===== config.mk =====
export PLATFORM = sky130hd
export DESIGN_NAME = uart_tx_buffered
export DESIGN_NICKNAME = d
export VERILOG_FILES = /design/src/rtl/uart_pkg.sv /design/src/rtl/uart_tx_fifo.sv /design/src/rtl/uart_tx_buffered.sv
export SDC_FILE = /design/constraint.sdc
export NUM_CORES = 1
export LEC_CHECK = 0
export BUFFER_PORTS_ARGS = -buffer_cell sky130_fd_sc_hd__buf_4
export CAP_MARGIN = 10
export CORE_MARGIN = 5
export CORE_UTILIZATION = 56
export DETAILED_ROUTE_END_ITERATION = 8
export HOLD_SLACK_MARGIN = 0.12
export MAX_ROUTING_LAYER = met4
export PLACE_DENSITY = 0.86
export SETUP_SLACK_MARGIN = 0.5
export SYNTH_ARGS = -nofsm -noshare
export SYNTH_HDL_FRONTEND = slang
export SYNTH_SLANG_ARGS = --single-unit
export TNS_END_PERCENT = 30

===== constraint.sdc =====
create_clock -name clk -period 2.1 [get_ports clk]
set_input_delay 0.21 -clock clk [delete_from_list [all_inputs] [get_ports clk]]
set_output_delay 0.21 -clock clk [all_outputs]
set_load 0.01 [all_outputs]

===== src/rtl/uart_pkg.sv =====
// rtl/uart_pkg.sv - shared UART state encoding, frame constants and baud helper
//
// Contents:
//   DATA_BITS      data bits per frame
//   MAX_STOP_BITS  largest supported stop-bit count, sizes the stop-bit index
//   uart_state_e   frame FSM state encoding, shared by transmit and receive sides
//   baud_divisor() clk cycles per bit, rounded to nearest

package uart_pkg;

  localparam int DATA_BITS     = 8;
  localparam int MAX_STOP_BITS = 2;

  typedef enum logic [1:0] {
    ST_IDLE  = 2'd0,
    ST_START = 2'd1,
    ST_DATA  = 2'd2,
    ST_STOP  = 2'd3
  } uart_state_e;

  // Rounded rather than truncated so the bit-time error is at most half a clk.
  function automatic int baud_divisor(input int clk_hz, input int baud);
    return (clk_hz + baud / 2) / baud;
  endfunction

endpackage


===== src/rtl/uart_tx_fifo.sv =====
// rtl/uart_tx_fifo.sv - synchronous transmit FIFO with extra-MSB full/empty pointers
//
// Ports:
//   clk      in   system clock, rising edge
//   reset_n  in   asynchronous active-low reset, empties the FIFO
//   push     in   write din this edge; ignored while full
//   din      in   WIDTH-bit write data
//   pop      in   advance the head this edge; ignored while empty
//   dout     out  head entry, combinational
//   full     out  DEPTH entries held, decoded from registered pointers
//   empty    out  no entries held, decoded from registered pointers

module uart_tx_fifo #(
  parameter int WIDTH = 8,
  parameter int DEPTH = 16
) (
  input  logic             clk,
  input  logic             reset_n,
  input  logic             push,
  input  logic [WIDTH-1:0] din,
  input  logic             pop,
  output logic [WIDTH-1:0] dout,
  output logic             full,
  output logic             empty
);

  localparam int AW = (DEPTH > 1) ? $clog2(DEPTH) : 1;

  logic [WIDTH-1:0] mem [DEPTH];
  logic [AW:0]      wr_ptr;
  logic [AW:0]      rd_ptr;
  logic             do_push;
  logic             do_pop;

  // Same index with differing wrap bit means the writer is a full lap ahead.
  assign full  = (wr_ptr[AW] != rd_ptr[AW]) && (wr_ptr[AW-1:0] == rd_ptr[AW-1:0]);
  assign empty = (wr_ptr == rd_ptr);

  // A push while full is dropped even if a pop frees a slot on the same
  // edge, so a rejected byte never sneaks in behind the reader.
  assign do_push = push && !full;
  assign do_pop  = pop && !empty;

  assign dout = mem[rd_ptr[AW-1:0]];

  always_ff @(posedge clk or negedge reset_n) begin
    if (!reset_n) begin
      wr_ptr <= '0;
      rd_ptr <= '0;
    end else begin
      if (do_push) begin
        wr_ptr <= wr_ptr + (AW+1)'(1);
      end
      if (do_pop) begin
        rd_ptr <= rd_ptr + (AW+1)'(1);
      end
    end
  end

  // Storage needs no reset: nothing is read until the pointers say so.
  always_ff @(posedge clk) begin
    if (do_push) begin
      mem[wr_ptr[AW-1:0]] <= din;
    end
  end

endmodule


===== src/rtl/uart_tx_buffered.sv =====
// rtl/uart_tx_buffered.sv - buffered 8N1-style UART transmitter, LSB first, idle-high line
//
// Ports:
//   clk         in   system clock, rising edge
//   reset_n     in   asynchronous active-low reset; abandons any frame, tx goes high
//   tx_start    in   push strobe; tx_data enters the FIFO on this edge unless tx_full
//   tx_data     in   byte to push
//   tx          out  serial line, registered
//   tx_full     out  FIFO full; a push this cycle is dropped
//   tx_busy     out  frame in progress or FIFO non-empty
//   tx_overrun  out  one-cycle pulse after a dropped push

module uart_tx_buffered
  import uart_pkg::*;
#(
  parameter int CLK_FREQUENCY = 100000000,
  parameter int BAUD_RATE     = 115200,
  parameter int FIFO_DEPTH    = 16,
  parameter int STOP_BITS     = 1
) (
  input  logic                 clk,
  input  logic                 reset_n,
  input  logic                 tx_start,
  input  logic [DATA_BITS-1:0] tx_data,
  output logic                 tx,
  output logic                 tx_full,
  output logic                 tx_busy,
  output logic                 tx_overrun
);

  localparam int DIVISOR = baud_divisor(CLK_FREQUENCY, BAUD_RATE);
  localparam int CNT_W   = (DIVISOR > 1) ? $clog2(DIVISOR) : 1;
  localparam int IDX_W   = $clog2(DATA_BITS);
  localparam int STOP_W  = (MAX_STOP_BITS > 1) ? $clog2(MAX_STOP_BITS) : 1;

  localparam logic [CNT_W-1:0]  CNT_LAST  = CNT_W'(DIVISOR - 1);
  localparam logic [IDX_W-1:0]  IDX_LAST  = IDX_W'(DATA_BITS - 1);
  localparam logic [STOP_W-1:0] STOP_LAST = STOP_W'(STOP_BITS - 1);

  uart_state_e          state;
  uart_state_e          state_n;
  logic [CNT_W-1:0]     baud_cnt;
  logic                 bit_end;
  logic [DATA_BITS-1:0] shift;
  logic [DATA_BITS-1:0] shift_n;
  logic [IDX_W-1:0]     bit_idx;
  logic [IDX_W-1:0]     bit_idx_n;
  logic [STOP_W-1:0]    stop_idx;
  logic [STOP_W-1:0]    stop_idx_n;
  logic                 tx_n;
  logic                 fifo_pop;
  logic                 fifo_empty;
  logic [DATA_BITS-1:0] fifo_dout;

  uart_tx_fifo #(
    .WIDTH (DATA_BITS),
    .DEPTH (FIFO_DEPTH)
  ) u_fifo (
    .clk     (clk),
    .reset_n (reset_n),
    .push    (tx_start),
    .din     (tx_data),
    .pop     (fifo_pop),
    .dout    (fifo_dout),
    .full    (tx_full),
    .empty   (fifo_empty)
  );

  // Baud counter: parked at 0 in IDLE so every frame starts on a fresh bit.
  assign bit_end = (baud_cnt == CNT_LAST);

  always_ff @(posedge clk or negedge reset_n) begin
    if (!reset_n) begin
      baud_cnt <= '0;
    end else if (state == ST_IDLE || bit_end) begin
      baud_cnt <= '0;
    end else begin
      baud_cnt <= baud_cnt + CNT_W'(1);
    end
  end

  // Frame FSM state, shift register and the tx flop.
  always_ff @(posedge clk or negedge reset_n) begin
    if (!reset_n) begin
      state    <= ST_IDLE;
      shift    <= '0;
      bit_idx  <= '0;
      stop_idx <= '0;
      tx       <= 1'b1;
    end else begin
      state    <= state_n;
      shift    <= shift_n;
      bit_idx  <= bit_idx_n;
      stop_idx <= stop_idx_n;
      tx       <= tx_n;
    end
  end

  // tx_n is the line level for the state being entered, which keeps tx a
  // plain flop while still dropping the line on the same edge as the pop.
  always_comb begin
    state_n    = state;
    shift_n    = shift;
    bit_idx_n  = bit_idx;
    stop_idx_n = stop_idx;
    tx_n       = 1'b1;
    fifo_pop   = 1'b0;

    case (state)
      ST_IDLE: begin
        if (!fifo_empty) begin
          fifo_pop = 1'b1;
          shift_n  = fifo_dout;
          state_n  = ST_START;
          tx_n     = 1'b0;
        end
      end

      ST_START: begin
        tx_n = 1'b0;
        if (bit_end) begin
          state_n   = ST_DATA;
          bit_idx_n = '0;
          tx_n      = shift[0];
        end
      end

      ST_DATA: begin
        tx_n = shift[0];
        if (bit_end) begin
          if (bit_idx == IDX_LAST) begin
            state_n    = ST_STOP;
            stop_idx_n = '0;
            tx_n       = 1'b1;
          end else begin
            shift_n   = {1'b0, shift[DATA_BITS-1:1]};
            bit_idx_n = bit_idx + IDX_W'(1);
            tx_n      = shift[1];
          end
        end
      end

      ST_STOP: begin
        tx_n = 1'b1;
        if (bit_end) begin
          if (stop_idx == STOP_LAST) begin
            state_n = ST_IDLE;
          end else begin
            stop_idx_n = stop_idx + STOP_W'(1);
          end
        end
      end

      default: begin
        state_n = ST_IDLE;
      end
    endcase
  end

  // Busy covers queued bytes as well as the frame on the wire, so it rises
  // on the accepting edge and only falls once the last STOP is done.
  assign tx_busy = (state != ST_IDLE) || !fifo_empty;

  always_ff @(posedge clk or negedge reset_n) begin
    if (!reset_n) begin
      tx_overrun <= 1'b0;
    end else begin
      tx_overrun <= tx_start && tx_full;
    end
  end

endmodule

==> flow_metrics.tcl <==
set metrics [dict create \
    grtUsageTotal_pct 22.91 \
    totalWireLength_mm 16.26 \
    synthCells 405 \
    crit_fanout 11 \
    ys.flop_type "edfxtp_1" \
    placed_cell_area_um2 7428 \
    r2r_start "u_fifo.rd_ptr[0]" \
    final_nets 500 \
    p_leak_nw 3.141 \
    crit_family "multiplexers" \
    hpwl_mm 8.501 \
    fmax_mhz 456.8 \
    skew_ns 0.01221 \
    ir_worst_vdd_mv 1.258 \
    synthTopCellsByArea "edfxtp_1 56%, dfrtp_1 12%, mux4_2 8.6%, ha_1 2.4%, mux2i_1 2.0%" \
    yosysUniqueCellTypes 49 \
    hold_path_class "in -> async" \
    drt-initial-drc-count 402 \
    ant_nets 0 \
    cts_sinks 163 \
    gr-total-overflow 0 \
    drc_errors 0 \
    asyncSetResetFlopFracSynth_pct 21.47 \
    multi_input_area_um2 2323 \
    grt_pass1_vias 4183 \
    setup_tns_ns -0.1679 \
    ff_latch_area_um2 4722 \
    syn_avg_cell_area_um2 16.88 \
    p_per_area_nw_per_um2 959.3 \
    cp_slowest_cell "dfrtp_2" \
    tritoncts "yes" \
    critPathCaptureType "register" \
    grt_max_degree 36 \
    setup_viol 3 \
    final_cell_mix "128 x edfxtp_1, 41 x buf_4, 33 x dfrtp_1" \
    clk_latency_ns 0.43 \
    die_area_um2 14520 \
    crit_arrival_ns 2.50 \
    ios 15 \
    routedWlPerCell_um 25.56 \
    cts_root_buffer "clkbuf_16" \
    status "finished, violations left" \
    via_per_inst 6.332 \
    yosysTopAreaCellShare_pct 56.21 \
    violations "setup timing" \
    drive_above_1_share_pct 37.22 \
    power_mw 8.273 \
    hold_slack_ns 0.2713 \
    num_rows 40 \
    crit_chain "buf_4, bufbuf_16, mux2i_1, o22ai_1, a211oi_2, a21oi_1, mux2_4" \
    cpPeakStageDelay_ns 0.51 \
    worstSetupStartpointType "register" \
    crit_path_start "u_fifo.rd_ptr[0]" \
    numCtsBuffers 17 \
    postLayoutCoreUtil_pct 71.79 \
    yosys.area.top_type "edfxtp_1" \
    required_ns 2.41 \
    drv_slew 0 \
    relSlewSlack_pct 51.13 \
    worst_pin_slew_ns 0.7304 \
    layout_setup_ws_ns -0.08895 \
    ys_seq_elements 163 \
    syn_to_final_growth_pct 26.11 \
    port_buffers 14 \
    cts_buffer_depth 2 \
    core_area_um2 12010 \
    dr.pass1.iters 5 \
    finalCritPeriodShare_pct 104.2 \
    antenna_cells 0 \
    cap_violations 0 \
    grt_first_pass_wirelength_mm 23.66 \
    vias 4027 \
    die_x_um 120.5 \
    gp_congestion 0.7886 \
    nFillCells 673 \
    pre_cts_ws_ns -0.07871 \
    hold_viol 0 \
    die_h_um 120.5 \
    netlist_area_um2 6838 \
    yosysSeqAreaShare_pct 69.04 \
    synth.net_count 429 \
    rsz0062_at_grt "true" \
    cts.clk_slew.worst_paths_ns 0.06 \
    path_class "reg -> reg" \
    final_common_cell "edfxtp_1" \
    period_minus_slack_ns 2.189 \
    layout.cells.non_filler 636 \
    dp.cells 572 \
    grt_antenna_before_repair 0 \
    synth_warnings 0 \
    synth_edf_count 128 \
    start_util_pct 56.93 \
    path_buf_inv 2 \
    reg2reg_slack_ns -0.09 \
    cts_max_level 4 \
    final_area_um2 8623 \
]
-- worst register-to-register path: cells and delay by family, from the launching register on --
family / cells / cell delay (ns)
muxes: 2 / 0.56
AOI/OAI and AO/OA: 3 / 0.54
buffers and inverters: 2 / 0.46
DFF: 1 / 0.51
-- sequential cells by signal, indices dropped and copies added (netlist names), 2 cells and up --
| register | cells |
|---|---|
| u_fifo.wr_ptr | 5 |
| baud_cnt | 10 |
| bit_idx | 3 |
| state | 2 |
| u_fifo.rd_ptr | 5 |
| shift | 8 |
| u_fifo.mem | 128 |
-- cell families (layout without fill, tap and decap cells) --
logic type / count (synthesis) / in the layout / synth area share, %
multiplexers: 50 / 50 / 12.64
AO/OA/AOI/OAI: 44 / 44 / 4.501
XOR/XNOR: 20 / 20 / 2.562
adder cells (fa/ha/maj): 13 / 13 / 2.379
AND/OR/NAND/NOR: 87 / 87 / 6.807
buffers and inverters: 28 / 112 / 2.068
flip-flops: 163 / 163 / 69.04
-- power breakdown --
| part | switching, mW | internal (mW) |
|---|---|---|
| clock network | 1.33 | 1.76 |
| logic | 0.782 | 0.502 |
| registers | 0.106 | 3.79 |
-- cell type report --
| class | instances | share of cell area, % |
|---|---|---|
| multi-input cells | 214 | 26.94 |
| flip-flops and latches | 163 | 54.76 |
| repair buffers | 70 | 8.938 |
| well taps | 147 | 2.133 |
| inverters | 10 | 0.4788 |
| clock buffers | 17 | 4.933 |
| clock inverters | 15 | 1.814 |
-- path summary, 6_finish.rpt --
path                               endpoint  cells past startpoint
hold / removal                   tx_overrun                      2
max in group asynchronous                tx                      2
setup / recovery                   shift[3]                      7
hold reg to reg            u_fifo.rd_ptr[4]                      1
min in group clk           u_fifo.wr_ptr[2]                      5
setup reg to reg                   shift[3]                      7
-- Yosys cell counts, drive strengths merged, types with 9 or more instances --
master / number
mux4: 26
ha: 13
xnor2: 16
a21oi: 9
nor2: 30
mux2i: 14
buf: 11
nand2: 16
mux2: 10
edfxtp: 128
inv: 10
dfrtp: 34
-- routing by layer --
layer,wire [um],global-route usage (%),vias up,part of all wire [%]
li1,-,-,1713,-
met1,6480,28.57,2053,40
met2,8322,36.71,218,51
met3,970,5.051,43,6.0
met4,486,9.703,0,3.0
met5,0,-,-,0
-- repair_timing --
action | 4_1_cts | 5_1_grt
pin swaps | 9 | 18
gates cloned | 1 | 1
resized for setup | 11 | 31
hold endpoints to repair | 156 | 0
buffers inserted | 14 | 6
hold buffers | 10 | 0
setup endpoints to repair | 157 | 162
Power figures use the tool's default switching activity.
